`src/rtl/jtag_cmd_sequencer_if.sv`:
```
// jtag_cmd_sequencer_if: groups the command-FIFO pop port, the response-FIFO push port,
// the 32-bit bus master port and the status/control flags of the sequencer.
//   cmd_empty/cmd_data/cmd_rd_en : command FIFO read side (byte wide)
//   rsp_full/rsp_wr_en/rsp_data  : response FIFO write side (byte wide)
//   bus_*                        : req/ack bus master port
//   busy/bad_op/clr_err          : status and sticky-error clear
// Modport slave is the sequencer side; master is the environment side.
interface jtag_cmd_sequencer_if #(
    parameter int unsigned ADDR_W = 32,
    parameter int unsigned DATA_W = 32
);
    logic              cmd_empty;
    logic [7:0]        cmd_data;
    logic              cmd_rd_en;
    logic              rsp_full;
    logic              rsp_wr_en;
    logic [7:0]        rsp_data;
    logic              bus_req;
    logic              bus_wen;
    logic [ADDR_W-1:0] bus_addr;
    logic [DATA_W-1:0] bus_wdata;
    logic              bus_ack;
    logic [DATA_W-1:0] bus_rdata;
    logic              bus_err;
    logic              busy;
    logic              bad_op;
    logic              clr_err;

    modport slave (
        input  cmd_empty, cmd_data, rsp_full, bus_ack, bus_rdata, bus_err, clr_err,
        output cmd_rd_en, rsp_wr_en, rsp_data, bus_req, bus_wen, bus_addr, bus_wdata,
               busy, bad_op
    );

    modport master (
        output cmd_empty, cmd_data, rsp_full, bus_ack, bus_rdata, bus_err, clr_err,
        input  cmd_rd_en, rsp_wr_en, rsp_data, bus_req, bus_wen, bus_addr, bus_wdata,
               busy, bad_op
    );
endinterface

```
`src/rtl/jtag_cmd_sequencer.sv`:
```
// jtag_cmd_sequencer: TCK-domain controller that pops little-endian command packets
// (opcode, address, optional write data) from the command FIFO, runs one req/ack bus
// transaction with a timeout, and pushes read data plus a status byte into the
// response FIFO.
//   TCK  : clock, all logic on posedge
//   TRST : asynchronous active-low reset
//   sif  : slave modport carrying the command, response, bus and status signals
// Status byte: 0x00 ok, 0x01 bus error, 0x02 timeout.
module jtag_cmd_sequencer #(
    parameter int unsigned ADDR_W  = 32,
    parameter int unsigned DATA_W  = 32,
    parameter int unsigned TIMEOUT = 255
) (
    input logic                 TCK,
    input logic                 TRST,
    jtag_cmd_sequencer_if.slave sif
);
    localparam int unsigned ABYTES = ADDR_W / 8;
    localparam int unsigned DBYTES = DATA_W / 8;
    localparam int unsigned MAXB   = (ABYTES > DBYTES) ? ABYTES : DBYTES;
    // Must also hold DBYTES, the index of the trailing status byte in a read response.
    localparam int unsigned CNT_W  = $clog2(MAXB + 1);

    typedef enum logic [2:0] {StIdle, StAddr, StWdata, StBus, StRsp} state_e;

    state_e            state_q;
    logic [CNT_W-1:0]  cnt_q;
    logic [7:0]        tmo_q;
    logic [ADDR_W-1:0] addr_q;
    logic [DATA_W-1:0] wdata_q;
    logic [DATA_W-1:0] rdata_q;   // doubles as the response shift register
    logic [7:0]        status_q;
    logic [7:0]        rsp_data_q;
    logic              is_wr_q;
    logic              bus_req_q;
    logic              bad_op_q;

    logic              pop;
    logic              push;
    logic              a_last;
    logic              d_last;
    logic              rsp_last;
    logic              tmo_hit;
    logic [7:0]        ack_status;
    logic [DATA_W-1:0] rd_shift;

    always_comb begin
        pop        = (state_q inside {StIdle, StAddr, StWdata}) && !sif.cmd_empty;
        push       = (state_q == StRsp) && !sif.rsp_full;
        a_last     = (cnt_q == CNT_W'(ABYTES - 1));
        d_last     = (cnt_q == CNT_W'(DBYTES - 1));
        rsp_last   = is_wr_q || (cnt_q == CNT_W'(DBYTES));
        tmo_hit    = (tmo_q == 8'(TIMEOUT - 1));
        ack_status = sif.bus_err ? 8'h01 : 8'h00;
        rd_shift   = rdata_q >> 8;
    end

    assign sif.cmd_rd_en = pop;
    assign sif.rsp_wr_en = push;
    assign sif.rsp_data  = rsp_data_q;
    assign sif.bus_req   = bus_req_q;
    assign sif.bus_wen   = is_wr_q;
    assign sif.bus_addr  = addr_q;
    assign sif.bus_wdata = wdata_q;
    assign sif.busy      = (state_q != StIdle);
    assign sif.bad_op    = bad_op_q;

    always_ff @(posedge TCK or negedge TRST) begin
        if (!TRST) begin
            state_q    <= StIdle;
            cnt_q      <= '0;
            tmo_q      <= '0;
            addr_q     <= '0;
            wdata_q    <= '0;
            rdata_q    <= '0;
            status_q   <= '0;
            rsp_data_q <= '0;
            is_wr_q    <= 1'b0;
            bus_req_q  <= 1'b0;
            bad_op_q   <= 1'b0;
        end else begin
            // A set in the Idle branch below overrides this clear.
            if (sif.clr_err) bad_op_q <= 1'b0;

            unique case (state_q)
                StIdle: begin
                    if (pop) begin
                        cnt_q <= '0;
                        case (sif.cmd_data)
                            8'h00: ;
                            8'h01: begin is_wr_q <= 1'b1; state_q <= StAddr; end
                            8'h02: begin is_wr_q <= 1'b0; state_q <= StAddr; end
                            default: bad_op_q <= 1'b1;
                        endcase
                    end
                end
                StAddr: begin
                    if (pop) begin
                        addr_q[{cnt_q, 3'b000} +: 8] <= sif.cmd_data;
                        if (a_last) begin
                            cnt_q <= '0;
                            if (is_wr_q) begin
                                state_q <= StWdata;
                            end else begin
                                state_q   <= StBus;
                                bus_req_q <= 1'b1;
                                tmo_q     <= '0;
                            end
                        end else begin
                            cnt_q <= cnt_q + 1'b1;
                        end
                    end
                end
                StWdata: begin
                    if (pop) begin
                        wdata_q[{cnt_q, 3'b000} +: 8] <= sif.cmd_data;
                        if (d_last) begin
                            cnt_q     <= '0;
                            state_q   <= StBus;
                            bus_req_q <= 1'b1;
                            tmo_q     <= '0;
                        end else begin
                            cnt_q <= cnt_q + 1'b1;
                        end
                    end
                end
                StBus: begin
                    // Ack is checked first so it wins over a coincident timeout.
                    if (sif.bus_ack) begin
                        bus_req_q  <= 1'b0;
                        state_q    <= StRsp;
                        cnt_q      <= '0;
                        status_q   <= ack_status;
                        rdata_q    <= sif.bus_err ? '0 : sif.bus_rdata;
                        rsp_data_q <= is_wr_q ? ack_status
                                              : (sif.bus_err ? 8'h00 : sif.bus_rdata[7:0]);
                    end else if (tmo_hit) begin
                        bus_req_q  <= 1'b0;
                        state_q    <= StRsp;
                        cnt_q      <= '0;
                        status_q   <= 8'h02;
                        rdata_q    <= '0;
                        rsp_data_q <= is_wr_q ? 8'h02 : 8'h00;
                    end else begin
                        tmo_q <= tmo_q + 8'd1;
                    end
                end
                StRsp: begin
                    if (push) begin
                        if (rsp_last) begin
                            state_q <= StIdle;
                        end else begin
                            cnt_q      <= cnt_q + 1'b1;
                            rdata_q    <= rd_shift;
                            rsp_data_q <= d_last ? status_q : rd_shift[7:0];
                        end
                    end
                end
                default: state_q <= StIdle;
            endcase
        end
    end
endmodule

```
`src/flat_wrapper.sv`:
```
// flat-port wrapper written by rule: the top's interface ports become plain ports
module jtag_cmd_sequencer_flat 
#(
    parameter int unsigned ADDR_W  = 32,
    parameter int unsigned DATA_W  = 32,
    parameter int unsigned TIMEOUT = 255
)
  (TCK, TRST, sif_cmd_empty, sif_cmd_data, sif_rsp_full, sif_bus_ack, sif_bus_rdata, sif_bus_err, sif_clr_err, sif_cmd_rd_en, sif_rsp_wr_en, sif_rsp_data, sif_bus_req, sif_bus_wen, sif_bus_addr, sif_bus_wdata, sif_busy, sif_bad_op);
  jtag_cmd_sequencer_if #(.ADDR_W(ADDR_W), .DATA_W(DATA_W)) sif_i ();
  input logic TCK;
  input logic TRST;
  input wire logic [$bits(sif_i.cmd_empty)-1:0] sif_cmd_empty;
  input wire logic [$bits(sif_i.cmd_data)-1:0] sif_cmd_data;
  input wire logic [$bits(sif_i.rsp_full)-1:0] sif_rsp_full;
  input wire logic [$bits(sif_i.bus_ack)-1:0] sif_bus_ack;
  input wire logic [$bits(sif_i.bus_rdata)-1:0] sif_bus_rdata;
  input wire logic [$bits(sif_i.bus_err)-1:0] sif_bus_err;
  input wire logic [$bits(sif_i.clr_err)-1:0] sif_clr_err;
  output wire logic [$bits(sif_i.cmd_rd_en)-1:0] sif_cmd_rd_en;
  output wire logic [$bits(sif_i.rsp_wr_en)-1:0] sif_rsp_wr_en;
  output wire logic [$bits(sif_i.rsp_data)-1:0] sif_rsp_data;
  output wire logic [$bits(sif_i.bus_req)-1:0] sif_bus_req;
  output wire logic [$bits(sif_i.bus_wen)-1:0] sif_bus_wen;
  output wire logic [$bits(sif_i.bus_addr)-1:0] sif_bus_addr;
  output wire logic [$bits(sif_i.bus_wdata)-1:0] sif_bus_wdata;
  output wire logic [$bits(sif_i.busy)-1:0] sif_busy;
  output wire logic [$bits(sif_i.bad_op)-1:0] sif_bad_op;
  assign sif_i.cmd_empty = sif_cmd_empty;
  assign sif_i.cmd_data = sif_cmd_data;
  assign sif_i.rsp_full = sif_rsp_full;
  assign sif_i.bus_ack = sif_bus_ack;
  assign sif_i.bus_rdata = sif_bus_rdata;
  assign sif_i.bus_err = sif_bus_err;
  assign sif_i.clr_err = sif_clr_err;
  assign sif_cmd_rd_en = sif_i.cmd_rd_en;
  assign sif_rsp_wr_en = sif_i.rsp_wr_en;
  assign sif_rsp_data = sif_i.rsp_data;
  assign sif_bus_req = sif_i.bus_req;
  assign sif_bus_wen = sif_i.bus_wen;
  assign sif_bus_addr = sif_i.bus_addr;
  assign sif_bus_wdata = sif_i.bus_wdata;
  assign sif_busy = sif_i.busy;
  assign sif_bad_op = sif_i.bad_op;
  jtag_cmd_sequencer #(.ADDR_W(ADDR_W), .DATA_W(DATA_W), .TIMEOUT(TIMEOUT)) u_core (.TCK(TCK), .TRST(TRST), .sif(sif_i));
endmodule
```
`config.mk`:
```
export PLATFORM = sky130hd
export DESIGN_NAME = jtag_cmd_sequencer_flat
export DESIGN_NICKNAME = d
export VERILOG_FILES = /design/src/rtl/jtag_cmd_sequencer_if.sv /design/src/rtl/jtag_cmd_sequencer.sv /design/src/flat_wrapper.sv
export SDC_FILE = /design/constraint.sdc
export NUM_CORES = 1
export LEC_CHECK = 0
export BUFFER_PORTS_ARGS = -buffer_cell sky130_fd_sc_hd__buf_2
export CORE_MARGIN = 2
export CORE_UTILIZATION = 50
export CTS_BUF_LIST = sky130_fd_sc_hd__clkbuf_8
export DETAILED_ROUTE_END_ITERATION = 6
export GPL_ROUTABILITY_DRIVEN = 0
export GPL_TIMING_DRIVEN = 0
export MAX_ROUTING_LAYER = met4
export PLACE_DENSITY = 0.78
export SYNTH_ARGS = -nofsm -noshare
export SYNTH_HDL_FRONTEND = slang
export SYNTH_SLANG_ARGS = --single-unit
```
`constraint.sdc`:
```
create_clock -name TCK -period 2.1 [get_ports TCK]
set_input_delay 0.21 -clock TCK [delete_from_list [all_inputs] [get_ports TCK]]
set_output_delay 0.21 -clock TCK [all_outputs]
set_load 0.02 [all_outputs]
```
# After elaboration in Yosys (flattened, before gate mapping)
# Index checks and enable logic that the tools add are counted.
[totals]
regBits = 129
latch_bits = 0
mem_bits_rw = 0
rom_bits = 0
inputBits = 47
output_inout_bits = 78
n_memories = 0
[classes]
n_addsub = 3
multipliers = 0
div_mod_pow = 0
order_cmp = 0
n_eq_ne = 23
shift = 2
mux = 61
bitwise = 0
reduce_logical = 26
[op_table]
columns = ["cell", "n"]
rows = [
  ["$mux 32", 5],
  ["$mux 8", 16],
  ["$bwmux 32", 2],
  ["$pmux 32 s2", 1],
  ["$mux 3", 17],
  ["$shift 8x8->32 const A", 1],
  ["$shiftx 8x8->32", 1],
  ["$pmux 8 s3", 1],
  ["$ne 2x2->1 const B", 9],
  ["$pmux 8 s2", 1],
  ["$pmux 3 s5", 1],
  ["$mux 1", 13],
  ["$pmux 3 s4", 1],
  ["$eq 3x2->1 const B", 3],
  ["$reduce_and 9->1", 1],
  ["$reduce_bool 3->1", 3],
  ["$add 8x1->8 const B", 1],
  ["$eq 8x1->1 const B", 1],
  ["$eq 8x2->1 const B", 1],
  ["$eq 8x8->1 const B", 1],
  ["$logic_not 8->1", 1],
  ["$ne 2x1->1 const B", 4],
  ["$neg 6->8", 1],
  ["$reduce_and 8->1", 1],
  ["other kinds (20)", 28],
]

# Longest topological paths before layout
# Gate-level depths: netlist of the first run.
[logic_depth]
depth_word = 5
ltp_mapped = 11
depth_no_buf = 8

# Least setup slack after synthesis of the first run
# No wires, ideal clock.
[synth_timing]
path_kind = "register to register"
startpoint = "reg u_core.cnt_q[0]"
endpoint = "reg u_core.addr_q[3], in the netlist u_core.sif.bus_addr[3]"
setup_ns = 0.130
arrival_ns = 2.147
required_time_ns = 1.970
slack_ns = -0.177
stages_incl_launch_ff = 12
cell_sequence = "dfrtp_1 inv_1 ha_1 ha_1 buf_2 nor2_2 and3_1 buf_2 nand3_1 buf_2 nand2_1 o21ai_0"
[synth_between]
elab_chain_len = 3
[synth_lines]
columns = ["item", "line_no", "source"]
rows = [
  ["start: declaration", "jtag_cmd_sequencer.sv:27", "logic [CNT_W-1:0] cnt_q;"],
  ["start signal: assignment", "jtag_cmd_sequencer.sv:110", "cnt_q <= cnt_q + 1'b1;"],
  ["start signal: assignment", "jtag_cmd_sequencer.sv:123", "cnt_q <= cnt_q + 1'b1;"],
  ["start signal: assignment", "jtag_cmd_sequencer.sv:153", "cnt_q <= cnt_q + 1'b1;"],
  ["$neg 6->8 (*)", "jtag_cmd_sequencer.sv:99", "addr_q[{cnt_q, 3'b000} +: 8] <= sif.cmd_data;"],
  ["$shiftx 8x8->32 / $shift 8x8->32 (equally long branches)", "jtag_cmd_sequencer.sv:99", ""],
  ["$bwmux 32 (*)", "jtag_cmd_sequencer.sv:99", ""],
  ["end signal: indexed assignment", "jtag_cmd_sequencer.sv:99", ""],
  ["end: declaration", "jtag_cmd_sequencer.sv:29", "logic [ADDR_W-1:0] addr_q;"],
]
# Mark *: on every way between the ends. The rest lies on a longest branch, timed or not.
# A chain may end at the register's enable or synchronous reset.

# Final worst setup path of the first run
[layout_timing]
startpoint = "reg u_core.cnt_q[1]"
endpoint = "reg u_core.rsp_data_q[5], in the netlist u_core.sif.rsp_data[5]"
[layout_between]
elab_chain_len = 5
[layout_lines]
columns = ["item", "line_no", "source"]
rows = [
  ["$eq 3x2->1", "jtag_cmd_sequencer.sv:51", "d_last = (cnt_q == CNT_W'(DBYTES - 1));"],
  ["$mux 8", "jtag_cmd_sequencer.sv:155", "rsp_data_q <= d_last ? status_q : rd_shift[7:0];"],
  ["$mux 8", "jtag_cmd_sequencer.sv:150", "if (rsp_last) begin"],
  ["$mux 8", "jtag_cmd_sequencer.sv:149", "if (push) begin"],
  ["$pmux 8 s2", "jtag_cmd_sequencer.sv:85", "unique case (state_q)"],
  ["end signal: assignment", "jtag_cmd_sequencer.sv:135", "rsp_data_q <= is_wr_q ? ack_status"],
  ["end signal: assignment", "jtag_cmd_sequencer.sv:143", "rsp_data_q <= is_wr_q ? 8'h02 : 8'h00;"],
  ["end signal: assignment", "jtag_cmd_sequencer.sv:155", ""],
  ["end: declaration", "jtag_cmd_sequencer.sv:33", "logic [7:0] rsp_data_q;"],
]
# Several ways; a longest one is shown, not always the timed one. The select of a mux whose other input is x is not followed.

==> results of run 1 <==
==> flip-flops by register name, summed over array words and instances, names as in the netlist <==
register,cells
u_core.rdata_q,24
u_core.status_q,2
u_core.cnt_q,3
u_core.sif.bad_op,1
u_core.sif.bus_wdata,32
u_core.sif.bus_addr,32
u_core.tmo_q,8
u_core.state_q,3
u_core.sif.rsp_data,8
u_core.sif.bus_wen,1
u_core.sif.bus_req,1
==> cells in the final DEF (no fill, tap or decap), drive strengths merged, types with 2 or more instances in the layout <==
| master | count |
|---|---|
| buf | 158 |
| nand2 | 123 |
| dfrtp | 115 |
| o21ai | 86 |
| clkbuf | 29 |
| mux2 | 26 |
| a22o | 22 |
| nor2 | 17 |
| inv | 13 |
| a21oi | 13 |
| ha | 11 |
| nand3 | 10 |
| o31ai | 8 |
| dlygate4sd3 | 7 |
| nor2b | 7 |
| nor3 | 7 |
| a31oi | 6 |
| bufinv | 5 |
| clkinv | 4 |
| nor3b | 4 |
| nand4 | 3 |
| mux2i | 3 |
| and3 | 3 |
| a21o | 3 |
| a211oi | 2 |
| o32a | 2 |
| nor4bb | 2 |
| and2 | 2 |
| o22ai | 2 |
| nor4 | 2 |
| o41ai | 2 |
==> metal layers <==
layer / share of wire / wire length [um]
met5: 0 / 0
met4: 0.029 / 408
met3: 0.051 / 723
met2: 0.49 / 7030
met1: 0.43 / 6070
==> metrics by stage <==
stage	total power [mW]	hold slack (ns)	instance area [sq um]
global placement	5.56	0.393	6340
floorplan	4.88	-0.0856	5560
CTS	8.25	0.00360	7010
global route	8.92	0.0165	7140
finish	8.44	0.0331	7140
detailed placement	5.68	0.280	6370
==> kinds of logic after synthesis <==
kind of cell | synth area share
simple gates | 0.169
compound gates | 0.168
flops | 0.520
buf+inv | 0.0439
mux | 0.0719
fa+ha+maj | 0.0249
xor+xnor | 0.00158
==> path summary, 6_finish.rpt <==
kind | from | end
max reg2reg | u_core.cnt_q[1] | u_core.sif.rsp_data[5]
min | sif_bus_rdata[25] | u_core.rdata_q[25]
min in group asynchronous | TRST | u_core.tmo_q[2]
max | u_core.cnt_q[1] | u_core.sif.rsp_data[5]
min reg2reg | u_core.sif.bus_wdata[30] | u_core.sif.bus_wdata[30]
max in group asynchronous | TRST | u_core.cnt_q[0]
==> critical path: stages (launching register included) <==
cell and delay (ns):
dfrtp_1 0.39, inv_2 0.07, ha_4 0.17, ha_1 0.24
o21ai_2 0.22, o21ai_4 0.15, nor2_8 0.20, buf_12 0.18
mux2_4 0.30
==> repair_timing <==
action,CTS,global route
hold buffers,7,0
setup endpoints to repair,98,94
endpoints found under the hold margin,52,0
gates cloned,1,2
setup buffers,7,4
pin swaps,1,2
gates resized for setup,13,22
==> final cells by class <==
type,instances,area [sq um]
Sequential cell,115,2880
Clock inverter,12,185
Multi-Input combinational cell,379,2550
Clock buffer,20,275
Buffer,30,223
Fill cell,828,3700
Inverter,11,41.3
Tap cell,140,175
Timing Repair Buffer,144,815
==> power groups by stage <==
stage	logic (mW)	clock network (mW)	registers [mW]
floorplan	1.63	0	3.25
global placement	2.54	0	3.02
detailed placement	2.64	0	3.04
CTS	2.85	2.41	2.99
global route	3.34	2.52	3.06
finish	3.08	2.37	3.00
==> impl_results.md, run 1 <==
* Worst setup SP type: flip-flop
* Achievable clock frequency at 490 MHz
* Worst endpoint data arrival time at 2.35 ns
* Ys async rst share at 1.00
* Hold Crit Depth at 3
* Hold Crit Class: primary input to flip-flop
* Met2 usage at 0.397
* Antenna Diode Count at 0
* Clk pwr share at 0.280
* Internal power at 5.48 mW
* Port bufs at 122
* Worst-path clk slew at 0.07 ns
* Critical path required time at 2.42 ns
* Switch share at 0.351
* Chip height at 109 um
* Inserted Clock Buffers at 17
* Combinational power share at 0.365
* # placed instances at 799
* Power Dens Cells at 1180 nW/um^2
* Initial DRC Count at 394
* Mean Syn Cell Area at 10.3 sq um
* GR peak layer: met2
* Final instance count without filler cells at 851
* Die ar. at 11,900 sq um
* Max-slew headroom at 0.580
* Share of cells above drive strength 1 at 0.350
* Reg-to-reg setup timing slack at 0.06 ns
* Clock Latency Late Sink at 0.43 ns
* Reg2Reg Depth at 8
* Place WS at -0.389 ns
* Final min period at 2.04 ns
* Synth top cells by count: nand2_1, dfrtp_1, o21ai_0
* Chip width at 109 um
* Number of synthesized flops with an enable pin at 0
* CORE AREA at 10,800 sq um
* Fin. max-slew vios at 0
* GRT Total Usage at 0.251
* Actual slew at the worst max-slew pin at 0.630 ns
* Biggest area consumer among synthesized cells: dfrtp_1
* CTS tree: built
* Period utilization at 0.971
* Post-synth top area share at 0.520
* Seq pwr share at 0.355
* Post-Syn Nets at 594
* Routed vias/inst at 5.48
* Area grow syn2layout at 29.1%
* Post-layout util at 0.659
* Maximum clock path buffer count at 2
* Post-synth cell types at 59
* CTS Root Cell: clkbuf_8
* Hpwl dp at 9.87 mm
* LEAKAGE at 3.48 nW
* Initial antenna violation count at 0
* Worst Setup End Kind: flip-flop
* Clock Skews at 0.00690 ns
* Initial Util at 0.510
* Peak VDD IR at 0.573 mV
* Final net count at 756
* Pre-Repair DR Iteration Count at 5
* WL per Instance at 16.7 um
* Syn Inst Count at 536
* Vias in the first global route at 4,598
* Flops & latches, synth at 115
* Antenna-violating nets left at 0
* Crit Path Category: flip-flop to flip-flop
* Setup TNS at 0 ns
* Met1 Use GR at 0.311
* Final worst slack at 0.0607 ns
* Largest fanout on the critical path at 10
* Cell Area, Synth at 5530 sq um
* Via count at 4,667
* Maxcap violations at 0
* Met3 Use GR at 0.0538
* Top FF cell, synth: dfrtp_1
* H-tree depth at 4
* Top post-synthesis cells by area: dfrtp_1, nand2_1, o21ai_0
* DRC viols at 0
* Clock Sinks at 115
* Drt total wl at 14.2 mm
* Fin. Hold Viols at 0
* RSZ-0062 raised after global routing: true
* Post-synthesis sequential area ratio at 0.520
* Row count at 38
* Total gr overflow at 0
* First-pass GRT wire length at 22.2 mm
* Synth Warn # at 0
* Most common cell in the netlist: nand2_1
* Largest net degree at the start of global routing at 70
* Status: complete, no violations
* I/O Pins at 125
* Psw at 2.96 mW
* Final setup fails at 0
(Power assumes the default switching activity.)
==> run 2, diff against run 1 <==
ABC_AREA = 1   (was unset)
PLACE_DENSITY = 0.77   (was 0.78)
==> impl_results.md, run 2 <==
* GRT Total Usage at 0.242
* Syn Inst Count at 694
* Actual slew at the worst max-slew pin at 0.545 ns
* Area grow syn2layout at 23.8%
* CTS tree: built
* Peak VDD IR at 0.967 mV
* Post-synthesis sequential area ratio at 0.497
* Drt total wl at 13.8 mm
* Maximum clock path buffer count at 2
* Via count at 4,995
* Post-synth cell types at 34
* Largest fanout on the critical path at 10
* Most common cell in the netlist: nand2_1
* Setup TNS at 0 ns
* Die ar. at 12,500 sq um
* Synth top cells by count: nand2_1, dfrtp_1, inv_1
* Largest net degree at the start of global routing at 63
* H-tree depth at 4
* Crit-path leading delay family: buffers and inverters
* Post-layout util at 0.630
* Initial DRC Count at 368
* Slowest-stage cell, CP: dfrtp_1
* Biggest area consumer among synthesized cells: dfrtp_1
* Worst-path clk slew at 0.07 ns
* Reg-to-Reg Start: u_core.cnt_q[1]
* Power Dens Cells at 1300 nW/um^2
* Routed vias/inst at 4.99
* Achievable clock frequency at 519 MHz
* Row count at 39
* Vias in the first global route at 4,946
* First-pass GRT wire length at 23.4 mm
* Psw at 3.96 mW
* Status: complete, no violations
* Fill cell count at 1,000
* Chip height at 112 um
* Antenna-violating nets left at 0
* Post-Syn Nets at 752
* Fin. max-slew vios at 0
* RSZ-0062 raised after global routing: false
* WL per Instance at 13.7 um
* CTS Root Cell: clkbuf_8
* Top FF cell, synth: dfrtp_1
* Worst Setup End Kind: output pin
* Buf/Inv on CP at 3
* Seq pwr share at 0.362
* Combinational power share at 0.425
* Max-slew headroom at 0.636
* Clk pwr share at 0.214
* Pre-Repair DR Iteration Count at 5
* # placed instances at 962
* Reg-to-reg setup timing slack at 0.18 ns
* RR Endpoint: u_core.sif.bus_addr[7]
* Number of synthesized flops with an enable pin at 0
* WHS Endpoint: u_core.rdata_q[27]
* Crit Path Category: flip-flop to output pin
* WL met3 at 654 um
* Detail Route met2 WL at 6.43 mm
* CP max stage delay at 0.37 ns
* Crit path cell chain: buf_6, nor2_4, nand2_2, clkbuf_2, nor2_1, buf_2
* Mean Syn Cell Area at 8.35 sq um
* Maxcap violations at 0
* I/O Pins at 125
* Switch share at 0.423
* Final min period at 1.93 ns
* Most frequent cells in the layout: nand2_1, buf_2, dfrtp_1
* Synth Warn # at 0
* Clock Skews at 0.0114 ns
* Commonest non-fill, non-tap cell in the layout: nand2_1
* Max Used Layer: met4
* Reg2Reg Depth at 12
* Total gr overflow at 0
* Worst setup SP type: flip-flop
* Initial Util at 0.509
* Final net count at 906
* Flops & latches, synth at 115
* Hold WS at 0.0314 ns
* Inserted Clock Buffers at 17
* Port bufs at 124
* Chip width at 112 um
* Final worst slack at 0.173 ns
* Cell Area, Synth at 5790 sq um
* Share of cells above drive strength 1 at 0.274
* Final setup fails at 0
* Hold Crit Class: primary input to flip-flop
* Critical path required time at 1.89 ns
* LEAKAGE at 3.60 nW
* Worst endpoint data arrival time at 1.72 ns
* Clock Sinks at 115
* Hold Crit Start: sif_bus_rdata[27]
* CORE AREA at 11,400 sq um
* WL met1 at 6.33 mm
* Post-synth top area share at 0.497
* Ys async rst share at 1.00
* Hpwl dp at 9.84 mm
* Initial antenna violation count at 0
* Period utilization at 0.918
* Antenna Diode Count at 0
* Clock Latency Late Sink at 0.44 ns
* Fin. Hold Viols at 0
* DRC viols at 0
* Place WS at -0.208 ns
* Hold Crit Depth at 3
* Final instance count without filler cells at 1,002
* Internal power at 5.39 mW
* Top post-synthesis cells by area: dfrtp_1, nand2_1, inv_1
[run 2: cell types whose count changed after synthesis, moves of 9 or more]
cell and delta:
a22o_1 -22, a22oi_1 +16, inv_1 +75, mux2_4 -20, nand2_1 +69, nand2_2 +9, nand3_1 +14, nor2_1 +42
o21ai_0 -26, o21ai_1 +33, o21ai_2 +15
[run 2: worst max path at each step]
| stage | startpoint | to | slack [ns] | cells past startpoint |
|---|---|---|---|---|
| after floorplan | u_core.cnt_q[0] | u_core.sif.bus_addr[6] | 0.05 | 12 |
| after global placement | TRST | u_core.sif.bus_wdata[23] | -0.58 | 1 |
| after detailed placement | u_core.cnt_q[0] | u_core.sif.bus_addr[7] | -0.21 | 12 |
| after global routing | u_core.state_q[0] | sif_rsp_wr_en | 0.04 | 6 |
| after CTS | u_core.cnt_q[0] | u_core.sif.bus_addr[7] | 0.01 | 12 |
| final | u_core.state_q[0] | sif_rsp_wr_en | 0.17 | 6 |
[run 2: final cells by class]
type	count	area (sq um)	area share
Sequential cell	115	2880	0.401
Tap cell	143	179	0.0250
Buffer	23	190	0.0265
Timing Repair Buffer	135	747	0.104
Clock inverter	7	73.8	0.0103
Clock buffer	23	317	0.0442
Inverter	92	354	0.0494
Multi-Input combinational cell	464	2430	0.339
[run 2: what timing repair did]
action,in CTS,in global routing
endpoints found under the setup margin,16,24
pin swaps,0,0
gates cloned,0,0
resized for setup,4,11
buffers inserted,3,0
hold buffers,7,0
endpoints found under the hold margin,59,0
[run 2: power groups by stage]
stage               clock network (mW)  registers [mW]  logic (mW)
finish                            2.00            3.38        3.97
global route                      2.16            3.47        4.39
CTS                               2.04            3.38        3.96
detailed placement                   0            3.41        3.87
global placement                     0            3.40        3.80
floorplan                            0            3.95        2.14
[run 2: kinds of logic after synthesis]
kind of cell,after synthesis,share of synthesized area
flip-flops,115,0.497
AO/OA/AOI/OAI,139,0.137
adder cells (fa/ha/maj),11,0.0238
AND/OR/NAND/NOR,312,0.247
XOR/XNOR,2,0.00302
buffers and inverters,115,0.0916
[run 2: worst min-delay path, delay by kind of cell]
kind	cells	cell delay, ns
simple gates	1	0.05
buf+inv	1	0.10
compound gates	1	0.07
[run 2: metal layers]
metal	vias to the layer above	global-route usage
li1	2529	-
met1	2294	0.319
met2	143	0.359
met3	29	0.0523
met4	0	0.113
met5	-	-
[run 2: metrics by stage]
stage	area, sq um	total power, mW
floorplan	5810	6.09
global placement	6610	7.20
detailed placement	6650	7.28
CTS	7150	9.38
global route	7170	10.0
finish	7170	9.35
==> run 3, diff against run 2 <==
SKIP_CTS_REPAIR_TIMING = 1   (was unset)
clock period = 1.65 ns   (was 2.1 ns; I/O delays follow)
==> impl_results.md, run 3 (synthesized netlist as in run 2, its figures left out) <==
* Die ar. at 12,500 sq um
* Final min period at 1.87 ns
* Clock Skews at 0.0101 ns
* Chip height at 112 um
* Most frequent cells in the layout: nand2_1, buf_2, dfrtp_1
* Final instance count without filler cells at 1,066
* Period utilization at 1.13
* Share of cells above drive strength 1 at 0.404
* Commonest non-fill, non-tap cell in the layout: nand2_1
* Clock Sinks at 115
* Via count at 5,479
* Total gr overflow at 0
* Final net count at 969
* Chip width at 112 um
* DRC viols at 0
* Crit Path Category: flip-flop to flip-flop
* Maxcap violations at 0
* Initial antenna violation count at 0
* Area grow syn2layout at 41.7%
* Hold Crit Start: sif_bus_rdata[26]
* Seq pwr share at 0.326
* # placed instances at 962
* Antenna Diode Count at 0
* Reg-to-Reg Start: u_core.cnt_q[0]
* Maximum clock path buffer count at 2
* Drt total wl at 16.1 mm
* Worst-path clk slew at 0.07 ns
* Routed vias/inst at 5.14
* Final setup fails at 101
* Largest net degree at the start of global routing at 100
* Status: complete, but fails checks
* Setup TNS at -11.55 ns
* CORE AREA at 11,400 sq um
* H-tree depth at 4
* Achievable clock frequency at 535 MHz
* WHS Endpoint: u_core.rdata_q[26]
* Pwr Total at 13.3 mW
* Critical path required time at 1.98 ns
* Largest fanout on the critical path at 7
* Final worst slack at -0.217 ns
* Initial Util at 0.509
* RSZ-0062 raised after global routing: true
* LEAKAGE at 4.12 nW
* Switch share at 0.428
* Reg2Reg Depth at 12
* Hold Crit Depth at 3
* Failing checks: negative hold slack, negative setup slack
* Combinational power share at 0.488
* RR Endpoint: u_core.sif.bus_wdata[6]
* Actual slew at the worst max-slew pin at 0.493 ns
* Max-slew headroom at 0.671
* First-pass GRT wire length at 23.3 mm
* GRT Total Usage at 0.239
* Power Dens Cells at 1630 nW/um^2
* Clock Latency Late Sink at 0.44 ns
* Fill cell count at 800
* Row count at 39
* Internal power at 7.63 mW
* Antenna-violating nets left at 0
* CTS tree: built
* Clk pwr share at 0.186
* Hold Crit Class: primary input to flip-flop
* Initial DRC Count at 375
* Port bufs at 124
* WL per Instance at 15.1 um
* Psw at 5.71 mW
* Hpwl dp at 9.93 mm
* Reg-to-reg setup timing slack at -0.22 ns
* Post-route cell area at 8200 sq um
* Hold WS at -0.0325 ns
* Worst Setup End Kind: flip-flop
* Inserted Clock Buffers at 17
* Peak VDD IR at 0.881 mV
* CTS Root Cell: clkbuf_8
* Pre-Repair DR Iteration Count at 5
* Fin. max-slew vios at 0
* Area after DPL at 6710 sq um
* I/O Pins at 125
* Vias in the first global route at 4,953
* Fin. Hold Viols at 3
* Worst endpoint data arrival time at 2.19 ns
* Worst setup SP type: flip-flop
-- run 3: cell type report --
| class | instances | area [sq um] | area share |
|---|---|---|---|
| sequential | 115 | 2880 | 0.351 |
| clock buffer | 21 | 289 | 0.0352 |
| timing repair buffer | 197 | 1350 | 0.164 |
| tap | 143 | 179 | 0.0218 |
| clock inverter | 10 | 83.8 | 0.0102 |
| inverter | 92 | 385 | 0.0470 |
| buffer | 23 | 251 | 0.0307 |
| multi-input combinational | 465 | 2790 | 0.340 |
-- run 3: critical path: stages (launching register included) --
cell and delay, ns:
dfrtp_2 0.43, inv_4 0.08, ha_4 0.15, ha_4 0.22, clkinv_8 0.09, nand2_8 0.06, clkinv_8 0.05, nand2_4 0.04
nor2_4 0.13, nand4_4 0.19, buf_8 0.21, nand2_2 0.05, o21ai_2 0.05
-- run 3: power by group through the flow --
| stage | Clock [mW] | Combinational [mW] | Sequential, mW |
|---|---|---|---|
| after floorplan | 0 | 2.84 | 5.03 |
| after global placement | 0 | 4.95 | 4.33 |
| after detailed placement | 0 | 5.06 | 4.33 |
| after CTS | 2.51 | 5.07 | 4.30 |
| after global routing | 2.65 | 7.10 | 4.45 |
| final | 2.48 | 6.51 | 4.35 |
-- run 3: worst max-delay path by stage --
stage                          startpoint                 endpoint  depth (start not counted)
final                     u_core.cnt_q[0]  u_core.sif.bus_wdata[6]                         12
after global routing      u_core.cnt_q[0]  u_core.sif.bus_wdata[6]                         12
after CTS                 u_core.cnt_q[1]  u_core.sif.bus_wdata[6]                         12
after detailed placement  u_core.cnt_q[1]  u_core.sif.bus_wdata[6]                         12
after global placement               TRST  u_core.sif.bus_addr[23]                          1
after floorplan           u_core.cnt_q[0]  u_core.sif.bus_wdata[6]                         12
-- run 3: per-stage QoR --
| step | setup WS [ns] | util |
|---|---|---|
| 6_report | -0.217 | 0.722 |
| 5_1_grt | -0.297 | 0.722 |
| 4_1_cts | -0.381 | 0.623 |
| 3_5_place_dp | -0.356 | 0.590 |
| 3_3_place_gp | -0.987 | 0.587 |
| 2_1_floorplan | -0.185 | - |
-- run 3: routing by layer --
| metal | routed length (um) | GRT usage |
|---|---|---|
| met4 | 391 | 0.0881 |
| met1 | 7120 | 0.312 |
| met2 | 7830 | 0.371 |
| met3 | 774 | 0.0501 |
| met5 | 0 | - |
